`src/rtl/cv32e40p_ft_pkg.sv`:
```
// Shared types and helpers for the fault-tolerance voter slice.
//  ft_mode_e      : redundancy mode. It doubles as the voter FSM state encoding.
//  onehot_lowest  : returns a one-hot vector of the lowest set bit of a 3-bit vector.
//                   It returns 000 when no bit is set.
package cv32e40p_ft_pkg;

    typedef enum logic [1:0] {
        TMR  = 2'b00,
        DMR  = 2'b01,
        FAIL = 2'b10
    } ft_mode_e;

    function automatic logic [2:0] onehot_lowest(logic [2:0] v);
        if (v[0]) return 3'b001;
        if (v[1]) return 3'b010;
        if (v[2]) return 3'b100;
        return 3'b000;
    endfunction

endpackage

```
`src/rtl/cv32e40p_tmr_health_voter_if.sv`:
```
// Bundle of the voter's data and status signals.
//  Inputs to the voter : valid_i, in_1_i, in_2_i, in_3_i, clear_i
//  Outputs of the voter: voted_o, err_detected_o, err_corrected_o,
//                        broken_o, mode_o, fatal_o, retire_evt_o
// Handshake: valid_i is a pure qualifier with no ready. The replicas are sampled
// on every clk edge where valid_i=1. The voter can never stall its producer.
// master = the replica producer / FT controller; slave = the voter.
interface cv32e40p_tmr_health_voter_if #(
    parameter int L1 = 32,
    parameter int L2 = 1
);
    logic                    valid_i;
    logic [L1-1:0][L2-1:0]   in_1_i;
    logic [L1-1:0][L2-1:0]   in_2_i;
    logic [L1-1:0][L2-1:0]   in_3_i;
    logic                    clear_i;
    logic [L1-1:0][L2-1:0]   voted_o;
    logic [2:0]              err_detected_o;
    logic                    err_corrected_o;
    logic [2:0]              broken_o;
    logic [1:0]              mode_o;
    logic                    fatal_o;
    logic                    retire_evt_o;

    modport master (
        output valid_i, in_1_i, in_2_i, in_3_i, clear_i,
        input  voted_o, err_detected_o, err_corrected_o,
               broken_o, mode_o, fatal_o, retire_evt_o
    );

    modport slave (
        input  valid_i, in_1_i, in_2_i, in_3_i, clear_i,
        output voted_o, err_detected_o, err_corrected_o,
               broken_o, mode_o, fatal_o, retire_evt_o
    );
endinterface

```
`src/rtl/cv32e40p_3voter.sv`:
```
// Combinational 3-replica word voter with a broken-replica mask.
//  in_1_i..in_3_i   : replicas
//  broken_i         : one-hot retired replica. 000 means a full 2-of-3 vote.
//  voted_o          : selected / majority data
//  err_detected_N_o : replica N disagrees (not qualified by valid)
//  err_corrected_o  : exactly one dissenter was out-voted
module cv32e40p_3voter #(
    parameter int L1 = 32,
    parameter int L2 = 1
) (
    input  logic [L1-1:0][L2-1:0] in_1_i,
    input  logic [L1-1:0][L2-1:0] in_2_i,
    input  logic [L1-1:0][L2-1:0] in_3_i,
    input  logic [2:0]            broken_i,
    output logic [L1-1:0][L2-1:0] voted_o,
    output logic                  err_detected_1_o,
    output logic                  err_detected_2_o,
    output logic                  err_detected_3_o,
    output logic                  err_corrected_o
);
    logic eq_12, eq_13, eq_23;

    assign eq_12 = (in_1_i == in_2_i);
    assign eq_13 = (in_1_i == in_3_i);
    assign eq_23 = (in_2_i == in_3_i);

    always_comb begin
        voted_o          = in_1_i;
        err_detected_1_o = 1'b0;
        err_detected_2_o = 1'b0;
        err_detected_3_o = 1'b0;
        err_corrected_o  = 1'b0;
        unique case (broken_i)
            3'b000: begin
                // Word-level majority. With no agreement, replica 1 is passed through.
                if (eq_12 && eq_13) begin
                    voted_o = in_1_i;
                end else if (eq_12) begin
                    err_detected_3_o = 1'b1;
                    err_corrected_o  = 1'b1;
                end else if (eq_13) begin
                    err_detected_2_o = 1'b1;
                    err_corrected_o  = 1'b1;
                end else if (eq_23) begin
                    voted_o          = in_2_i;
                    err_detected_1_o = 1'b1;
                    err_corrected_o  = 1'b1;
                end else begin
                    err_detected_1_o = 1'b1;
                    err_detected_2_o = 1'b1;
                    err_detected_3_o = 1'b1;
                end
            end
            3'b001: begin
                voted_o          = in_2_i;
                err_detected_2_o = !eq_23;
                err_detected_3_o = !eq_23;
            end
            3'b010: begin
                err_detected_1_o = !eq_13;
                err_detected_3_o = !eq_13;
            end
            3'b100: begin
                err_detected_1_o = !eq_12;
                err_detected_2_o = !eq_12;
            end
            default: begin
                voted_o = in_1_i;
            end
        endcase
    end
endmodule

```
`src/rtl/cv32e40p_tmr_health_voter.sv`:
```
// Stateful 2-of-3 voter. It degrades TMR -> DMR -> FAIL as replicas keep disagreeing.
//  clk, rst_n : clock, asynchronous active-low reset
//  bus        : slave side of cv32e40p_tmr_health_voter_if (see that file for signals)
// A per-replica counter counts consecutive flagged valid cycles. A replica is
// retired when its counter reaches THRESHOLD. The FSM state is exported directly on mode_o.
module cv32e40p_tmr_health_voter
    import cv32e40p_ft_pkg::*;
#(
    parameter int L1        = 32,
    parameter int L2        = 1,
    parameter int THRESHOLD = 4
) (
    input  logic                         clk,
    input  logic                         rst_n,
    cv32e40p_tmr_health_voter_if.slave   bus
);
    localparam int              CNT_W   = $clog2(THRESHOLD + 1);
    localparam logic [CNT_W-1:0] CNT_MAX = CNT_W'(THRESHOLD);
    localparam logic [CNT_W-1:0] CNT_PRE = CNT_W'(THRESHOLD - 1);

    ft_mode_e         state_q, state_d;
    logic [2:0]       broken_q, broken_d;
    logic             retire_q, retire_d;
    logic [CNT_W-1:0] cnt_q [3];
    logic [2:0]       flags;
    logic [2:0]       hit;
    logic             e1, e2, e3, corr_raw;

    cv32e40p_3voter #(.L1(L1), .L2(L2)) u_voter (
        .in_1_i           (bus.in_1_i),
        .in_2_i           (bus.in_2_i),
        .in_3_i           (bus.in_3_i),
        .broken_i         (broken_q),
        .voted_o          (bus.voted_o),
        .err_detected_1_o (e1),
        .err_detected_2_o (e2),
        .err_detected_3_o (e3),
        .err_corrected_o  (corr_raw)
    );

    assign flags               = bus.valid_i ? {e3, e2, e1} : 3'b000;
    assign bus.err_detected_o  = flags;
    assign bus.err_corrected_o = bus.valid_i & corr_raw;

    // A replica reaches the threshold on this edge.
    always_comb begin
        hit = 3'b000;
        for (int i = 0; i < 3; i++) begin
            hit[i] = flags[i] && !broken_q[i] && (cnt_q[i] == CNT_PRE);
        end
    end

    // Consecutive-error counters. A retired replica's counter stays frozen at THRESHOLD.
    always_ff @(posedge clk or negedge rst_n) begin
        if (!rst_n) begin
            for (int i = 0; i < 3; i++) cnt_q[i] <= '0;
        end else if (bus.clear_i) begin
            for (int i = 0; i < 3; i++) cnt_q[i] <= '0;
        end else if (bus.valid_i) begin
            for (int i = 0; i < 3; i++) begin
                if (!broken_q[i]) begin
                    if (!flags[i])               cnt_q[i] <= '0;
                    else if (cnt_q[i] != CNT_MAX) cnt_q[i] <= cnt_q[i] + 1'b1;
                end
            end
        end
    end

    // FSM state register, which also holds the registered status.
    always_ff @(posedge clk or negedge rst_n) begin
        if (!rst_n) begin
            state_q  <= TMR;
            broken_q <= 3'b000;
            retire_q <= 1'b0;
        end else begin
            state_q  <= state_d;
            broken_q <= broken_d;
            retire_q <= retire_d;
        end
    end

    // Next-state logic. clear_i overrides any retire or fail event in the same cycle.
    always_comb begin
        state_d = state_q;
        if (bus.clear_i) begin
            state_d = TMR;
        end else if (bus.valid_i) begin
            case (state_q)
                TMR: begin
                    if ($countones(hit) == 1)     state_d = DMR;
                    else if ($countones(hit) > 1) state_d = FAIL;
                end
                DMR:     if (flags != 3'b000) state_d = FAIL;
                FAIL:    state_d = FAIL;
                default: state_d = state_q;
            endcase
        end
    end

    // Output logic for the registered status.
    always_comb begin
        broken_d = broken_q;
        retire_d = 1'b0;
        if (bus.clear_i) begin
            broken_d = 3'b000;
        end else if (state_q == TMR && hit != 3'b000) begin
            broken_d = onehot_lowest(hit);
            retire_d = 1'b1;
        end
    end

    assign bus.broken_o     = broken_q;
    assign bus.mode_o       = state_q;
    assign bus.fatal_o      = (state_q == FAIL);
    assign bus.retire_evt_o = retire_q;
endmodule

```
`src/flat_wrapper.sv`:
```
// flat-port wrapper written by rule: the top's interface ports become plain ports
module cv32e40p_tmr_health_voter_flat import cv32e40p_ft_pkg::*;
#(
    parameter int L1        = 32,
    parameter int L2        = 1,
    parameter int THRESHOLD = 4
)
  (clk, rst_n, bus_valid_i, bus_in_1_i, bus_in_2_i, bus_in_3_i, bus_clear_i, bus_voted_o, bus_err_detected_o, bus_err_corrected_o, bus_broken_o, bus_mode_o, bus_fatal_o, bus_retire_evt_o);
  cv32e40p_tmr_health_voter_if #(.L1(L1), .L2(L2)) bus_i ();
  input  logic clk;
  input  logic rst_n;
  input wire logic [$bits(bus_i.valid_i)-1:0] bus_valid_i;
  input wire logic [$bits(bus_i.in_1_i)-1:0] bus_in_1_i;
  input wire logic [$bits(bus_i.in_2_i)-1:0] bus_in_2_i;
  input wire logic [$bits(bus_i.in_3_i)-1:0] bus_in_3_i;
  input wire logic [$bits(bus_i.clear_i)-1:0] bus_clear_i;
  output wire logic [$bits(bus_i.voted_o)-1:0] bus_voted_o;
  output wire logic [$bits(bus_i.err_detected_o)-1:0] bus_err_detected_o;
  output wire logic [$bits(bus_i.err_corrected_o)-1:0] bus_err_corrected_o;
  output wire logic [$bits(bus_i.broken_o)-1:0] bus_broken_o;
  output wire logic [$bits(bus_i.mode_o)-1:0] bus_mode_o;
  output wire logic [$bits(bus_i.fatal_o)-1:0] bus_fatal_o;
  output wire logic [$bits(bus_i.retire_evt_o)-1:0] bus_retire_evt_o;
  assign bus_i.valid_i = bus_valid_i;
  assign bus_i.in_1_i = bus_in_1_i;
  assign bus_i.in_2_i = bus_in_2_i;
  assign bus_i.in_3_i = bus_in_3_i;
  assign bus_i.clear_i = bus_clear_i;
  assign bus_voted_o = bus_i.voted_o;
  assign bus_err_detected_o = bus_i.err_detected_o;
  assign bus_err_corrected_o = bus_i.err_corrected_o;
  assign bus_broken_o = bus_i.broken_o;
  assign bus_mode_o = bus_i.mode_o;
  assign bus_fatal_o = bus_i.fatal_o;
  assign bus_retire_evt_o = bus_i.retire_evt_o;
  cv32e40p_tmr_health_voter #(.L1(L1), .L2(L2), .THRESHOLD(THRESHOLD)) u_core (.clk(clk), .rst_n(rst_n), .bus(bus_i));
endmodule
```
`config.mk`:
```
export PLATFORM = sky130hd
export DESIGN_NAME = cv32e40p_tmr_health_voter_flat
export DESIGN_NICKNAME = d
export VERILOG_FILES = /design/src/rtl/cv32e40p_ft_pkg.sv /design/src/rtl/cv32e40p_tmr_health_voter_if.sv /design/src/rtl/cv32e40p_3voter.sv /design/src/rtl/cv32e40p_tmr_health_voter.sv /design/src/flat_wrapper.sv
export SDC_FILE = /design/constraint.sdc
export NUM_CORES = 1
export LEC_CHECK = 0
export ABC_AREA = 1
export CORE_ASPECT_RATIO = 1.75
export CORE_MARGIN = 2
export CORE_UTILIZATION = 40
export DETAILED_ROUTE_END_ITERATION = 12
export GPL_ROUTABILITY_DRIVEN = 0
export GPL_TIMING_DRIVEN = 0
export HOLD_SLACK_MARGIN = 0.15
export PLACE_DENSITY = 0.87
export SLEW_MARGIN = 10
export SYNTH_ARGS = -nofsm -noshare
export SYNTH_HDL_FRONTEND = slang
export SYNTH_SLANG_ARGS = --single-unit
```
`constraint.sdc`:
```
create_clock -name clk -period 2.9 [get_ports clk]
set_input_delay 0.58 -clock clk [delete_from_list [all_inputs] [get_ports clk]]
set_output_delay 0.58 -clock clk [all_outputs]
set_load 0.02 [all_outputs]
```
==> Word-level counts from Yosys, hierarchy flattened <==
Cells that the tools add are included.
{ "word_totals": {"ff_bits": 15, "in_bits": 100, "out_inout_bits": 43, "wordCells": 124} }
{ "op_classes": {"n_addsub": 5, "order_cmp": 1, "n_eq_ne": 23, "mux": 63, "n_bitwise": 1, "reduce_logical": 25} }
{ "op_table": {"columns": ["cell", "count"], "rows": [
  ["$mux W32", 4],
  ["$eq A32 B32 Y1", 3],
  ["$pmux W32 S2", 1],
  ["$mux W3", 18],
  ["$add A32 B1 Y32", 1],
  ["$eq A32 B2 Y1 const B", 1],
  ["$gt A32 B2 Y1 const B", 1],
  ["$mux W1", 29],
  ["$mux W9", 2],
  ["$ne A3 B3 Y1 const B", 6],
  ["$eq A3 B2 Y1 const B", 4],
  ["$mux W2", 5],
  ["$add A3 B1 Y3 const B", 3],
  ["$pmux W1 S3", 3],
  ["$reduce_and A3 Y1", 3],
  ["$logic_and A1 B1 Y1", 8],
  ["$logic_not A1 Y1", 6],
  ["$ne A2 B2 Y1 const B", 3],
  ["$pmux W2 S3", 1],
  ["$reduce_bool A3 Y1", 2],
  ["$ne A4 B2 Y1 const B", 1],
  ["$reduce_and A4 Y1", 1],
  ["$reduce_bool A2 Y1", 2],
  ["$reduce_bool A4 Y1", 1],
  ["other kinds (9)", 9]
]} }

==> Logic depth before layout (Yosys ltp) <==
{ "logic_depth": {"depth_word": 25, "mapped_depth": 21, "ltp_nobuf": 21} }

==> By module <==
From an unflattened synthesis, not the netlist that was laid out.
{ "hier_totals": {"cells_unflattened": 738, "area_unflattened_um2": 3882.5} }
{ "by_module_without_submodules": {"columns": ["module", "n_inst", "cells_each", "area_per_inst_um2", "seq_area_each_um2"], "rows": [
  ["cv32e40p_3voter", 1, 606, 2835.2, 0.0],
  ["cv32e40p_tmr_health_voter", 1, 132, 1047.3, 375.4]
]} }

==> Least setup slack after synthesis <==
Ideal clock, no wire load.
{ "synth_path": {"path_type": "input to register", "startpoint": "input port bus_in_2_i[27]", "endpoint": "register u_core.state_q[0], in the netlist u_core.bus.mode_o[0]", "setup_ns": 0.117, "arrival_time_ns": 2.836, "t_required_ns": 2.783, "slack_ns": -0.053, "stages": 21, "n_path_buf": 0, "path_cell_list": "inv_1 > nand2_1 > nand2_1 > nand2_1 > nor2_1 > nand2_1 > nor2_2 > nand2_4 > nand2_2 > nand3_1 > nand3_1 > ha_1 > ha_1 > inv_1 > ha_1 > nor3b_1 > o21ai_0 > a21oi_1 > nand2_1 > nand2_1 > nand2_1"} }
{ "synth_via": {"elab_chain_cells": 16, "word_cells_on_any_way": 36, "cone_classes": "add/sub (2); order compare (1); eq/ne (5); mux (17); reduce/logical (11)"} }
{ "synth_lines": {"columns": ["item", "line", "text"], "rows": [
  ["from (decl)", "flat_wrapper.sv:14", "input wire logic [$bits(bus_i.in_2_i)-1:0] bus_in_2_i;"],
  ["$eq A32 B32 Y1", "cv32e40p_3voter.sv:25", "assign eq_23 = (in_2_i == in_3_i);"],
  ["$mux W1", "cv32e40p_3voter.sv:44", "end else if (eq_23) begin"],
  ["$mux W1", "cv32e40p_3voter.sv:41", "end else if (eq_13) begin"],
  ["$mux W1", "cv32e40p_3voter.sv:38", "end else if (eq_12) begin"],
  ["$mux W1", "cv32e40p_3voter.sv:36", "if (eq_12 && eq_13) begin"],
  ["$pmux W1 S3", "cv32e40p_3voter.sv:33", "unique case (broken_i)"],
  ["$mux W3 *", "cv32e40p_tmr_health_voter.sv:41", "assign flags = bus.valid_i ? {e3, e2, e1} : 3'b000;"],
  ["parallel branches: the longest is 9 deep, another holds $add A32 B1 Y32", null, null],
  ["to (signal assigned)", "cv32e40p_tmr_health_voter.sv:76", "state_q <= state_d;"],
  ["to (decl)", "cv32e40p_tmr_health_voter.sv:21", "ft_mode_e state_q, state_d;"]
]} }
Every way passes the cells marked *. The select of a mux whose other input is x is not followed.
A chain may end at the register's enable or synchronous reset.

==> Worst setup path after layout <==
{ "layout_path": {"startpoint": "input port bus_in_2_i[0]", "endpoint": "register u_core.state_q[0], in the netlist u_core.bus.mode_o[0]"} }
Same word-level chain as after synthesis.

==> results.json <==
{
  "critical_path.reg2reg.endpoint": "u_core.bus.mode_o[0]",
  "reg2reg_slack_ns": 0.01,
  "vias_in_the_first_global_route": 4741,
  "status": "finished with violations",
  "place.port_buffers": 140,
  "switching_share": 0.389,
  "post_cts_hold_buffer_count": 0,
  "combinationalPowerShare": 0.574,
  "hpwlAfterDp_um": 10000,
  "netlist.top_cell.by_area": "sky130_fd_sc_hd__nand2_1",
  "place_ws_ns": -0.957,
  "floorplan.die.width_um": 73.2,
  "postSynthRegisterBits": 15,
  "synth.yosys.warnings": 0,
  "number_of_levels_in_the_clock_h_tree": 1,
  "cts-root-buf": "sky130_fd_sc_hd__clkbuf_16",
  "power.share.sequential": 0.194,
  "count_of_vias_placed_by_the_detailed_router": 5016,
  "endpoint": "u_core.bus.mode_o[0]",
  "synthToLayoutAreaGrowth_pct": 66.8,
  "final-seq-area_um2": 378,
  "clock_sink_count": 15,
  "failed_checks": "negative setup slack",
  "crit_fanout": 4,
  "grt_first_pass_wirelength_um": 20700,
  "antenna_violating_nets_remaining": 0,
  "die-height_um": 125,
  "maximum_clock_skew_at_final_layout_ns": 0.00112,
  "worst_r2r_path_depth": 17,
  "power.density_nw_per_um2": 211,
  "floorplan.rows": 44,
  "r2r_start": "u_core.bus.broken_o[2]",
  "internal_power_mw": 0.721,
  "synth-seq-area-share": 0.112,
  "floorplan.io_pins": 143,
  "whs_path_depth": 1,
  "timing.max_slew.rel_slack": 0.534,
  "numCtsBuffers": 3,
  "core_area_um2": 8200,
  "p_clk_frac": 0.232,
  "cts.clk_slew.worst_paths_ns": 0.05,
  "hold_path.class": "reg -> reg",
  "worst-endpoint-required_ns": 3.04,
  "num-fill-cells": 629,
  "post_route_cells_drive_above_1_share": 0.430,
  "max_cap_violations": 0,
  "grt_setup_unrepaired": "true",
  "timing.final.crit_period_ns": 2.96,
  "grt_overflow": 0,
  "wl_per_cell_um": 17.5,
  "synth.top_cells.by_area": "sky130_fd_sc_hd__nand2_1 (21%), sky130_fd_sc_hd__xnor2_1 (18%), sky130_fd_sc_hd__dfrtp_1 (11%), sky130_fd_sc_hd__inv_1 (6.5%), sky130_fd_sc_hd__nor2_1 (6.5%)",
  "avgViaCountPerCell": 5.79,
  "antenna_found_initial": 3,
  "setup.worst_path.end_class": "flip-flop",
  "cp-start-kind": "input pin",
  "worstSetupPathType": "in -> reg",
  "setup_viols_final": 16,
  "yosys.area.top_type_share": 0.215,
  "power.leakage_nw": 2.77,
  "avgSynthCellArea_um2": 5.80,
  "synthFlopType": "sky130_fd_sc_hd__dfrtp_1",
  "synth_cell_types": 30,
  "multi_input_combinational_cell_area_um2": 3250,
  "share_of_flip_flops_with_an_asynchronous_set_or_reset": 1.00,
  "mappedNetlistNets": 695,
  "report.final.slew_viol_count": 0,
  "timing.fmax_mhz": 338,
  "wl_um": 15200,
  "post_synthesis_cell_count": 579,
  "grt_util_all_layers": 0.279,
  "synth-edff-count": 0,
  "fp.dieArea_um2": 9170,
  "drt_first_pass_iters": 5,
  "pin_count_of_the_biggest_net_entering_global_routing": 16,
  "finalHoldViolCount": 0,
  "peakVddDrop_mv": 0.405,
  "total_power_mw": 1.18,
  "worst_path_setup_slack_after_routing_ns": -0.0594,
  "worst_ep_arrival_time_ns": 3.10,
  "netlist_area_um2": 3360,
  "worst_skew_pair.late_latency_ns": 0.25,
  "clock_tree.buffer_depth": 2,
  "initial_utilization": 0.409,
  "netSwitchingPower_mw": 0.459,
  "worstSetupStartpoint": "bus_in_2_i[0]",
  "num-nets-final": 889,
  "drc": 0,
  "worst-slew-pin-transition_ns": 0.696,
  "tritoncts": "yes",
  "drtIter0Drc": 291,
  "finalCritPeriodShare": 1.02
}
-- cell type report --
class | count | share of cell area
multi-input cells | 475 | 0.581
repair buffers | 188 | 0.239
flip-flops and latches | 15 | 0.0675
inverters | 74 | 0.0527
plain buffers | 16 | 0.0235
well taps | 92 | 0.0206
clock buffers | 3 | 0.0134
diodes | 3 | 0.00134
clock inverters | 1 | 0.000894
-- synth_stat cells, drive strengths merged (8+ instances only) --
master / n
a21oi: 13
buf: 10
dfrtp: 15
ha: 16
inv: 74
nand2: 197
nand3: 25
nand4: 8
nor2: 63
o211ai: 16
o21ai: 46
o221ai: 17
xnor2: 68
-- per-layer routing --
layer  share of wire  GRT usage  vias to the layer above
li1                -          -                     2272
met1            0.30      0.262                     2317
met2            0.54      0.548                      312
met3           0.066     0.0266                      115
met4           0.085      0.157                        0
met5               0          0                        -
-- how the worst min path moves through the flow --
stage | end | slack (ns) | startpoint
after floorplan | u_core.bus.broken_o[0] | 0.28 | rst_n
after global placement | u_core.cnt_q[3] | 0.49 | u_core.cnt_q[3]
after detailed placement | u_core.cnt_q[5] | 0.51 | u_core.cnt_q[5]
after CTS | u_core.cnt_q[5] | 0.52 | u_core.cnt_q[5]
after global routing | u_core.cnt_q[3] | 0.55 | u_core.cnt_q[3]
final | u_core.cnt_q[3] | 0.52 | u_core.cnt_q[3]
-- sequential cells by signal, indices dropped and copies added (netlist names) --
name and count:
u_core.bus.broken_o 3, u_core.cnt_q 9, u_core.bus.mode_o 2, u_core.bus.retire_evt_o 1
-- layout by cell type (no fill, tap or decap), types with 21 or more instances in the layout --
cell                      count
sky130_fd_sc_hd__buf_2       76
sky130_fd_sc_hd__buf_4       82
sky130_fd_sc_hd__buf_6       21
sky130_fd_sc_hd__inv_1       43
sky130_fd_sc_hd__inv_2       26
sky130_fd_sc_hd__nand2_1    187
sky130_fd_sc_hd__nor2_1      48
sky130_fd_sc_hd__o21ai_1     21
sky130_fd_sc_hd__xnor2_1     29
sky130_fd_sc_hd__xnor2_2     39
-- cells by family after synthesis --
kind of cell | share of synthesized area
AOI/OAI and AO/OA | 0.171
and+or+nand+nor | 0.368
buffers and inverters | 0.112
xor gates and xnor gates | 0.177
DFF | 0.112
adders and majority gates | 0.0597
-- power groups by stage --
stage | registers, mW | logic (mW) | clock network (mW)
after floorplan | 0.236 | 0.291 | 0
after detailed placement | 0.232 | 0.603 | 0
final | 0.229 | 0.677 | 0.274
after global routing | 0.229 | 0.723 | 0.280
after global placement | 0.231 | 0.587 | 0
after CTS | 0.229 | 0.577 | 0.273
-- metrics by stage --
step	TNS [ns]	std cells	utilization	hold WS, ns	instance area, um2
final	-0.504	867	0.682	0.515	5600
after detailed placement	-32.24	811	0.596	0.510	4890
after global routing	-4.73	867	0.682	0.551	5600
after floorplan	0	579	-	0.284	3370
after global placement	-30.73	811	0.596	0.493	4890
after CTS	-0.0361	855	0.610	0.518	5010
-- worst max-delay path, cell delays in order --
cell	delay (ns)
sky130_fd_sc_hd__buf_2	0.13
sky130_fd_sc_hd__inv_2	0.07
sky130_fd_sc_hd__nand2_1	0.05
sky130_fd_sc_hd__nand2_1	0.08
sky130_fd_sc_hd__nand3_2	0.08
sky130_fd_sc_hd__nor2_2	0.15
sky130_fd_sc_hd__nand2_1	0.10
sky130_fd_sc_hd__nor2_2	0.17
sky130_fd_sc_hd__nand2_4	0.11
sky130_fd_sc_hd__nand3_4	0.11
sky130_fd_sc_hd__nand3_4	0.10
sky130_fd_sc_hd__nand3_4	0.09
sky130_fd_sc_hd__ha_4	0.21
sky130_fd_sc_hd__ha_4	0.17
sky130_fd_sc_hd__inv_4	0.05
sky130_fd_sc_hd__ha_4	0.20
sky130_fd_sc_hd__nor3b_4	0.22
sky130_fd_sc_hd__o21ai_2	0.07
sky130_fd_sc_hd__a21oi_2	0.15
sky130_fd_sc_hd__nand2_1	0.09
sky130_fd_sc_hd__nand2_1	0.06
sky130_fd_sc_hd__nand2_1	0.05
-- timing repair --
item / in CTS / in global routing
gates cloned: 2 / 1
pin swaps: 80 / 93
buffers inserted: 38 / 9
resized for setup: 584 / 190
setup endpoints to repair: 38 / 37
No activity file was read; power rests on OpenSTA's default activity.
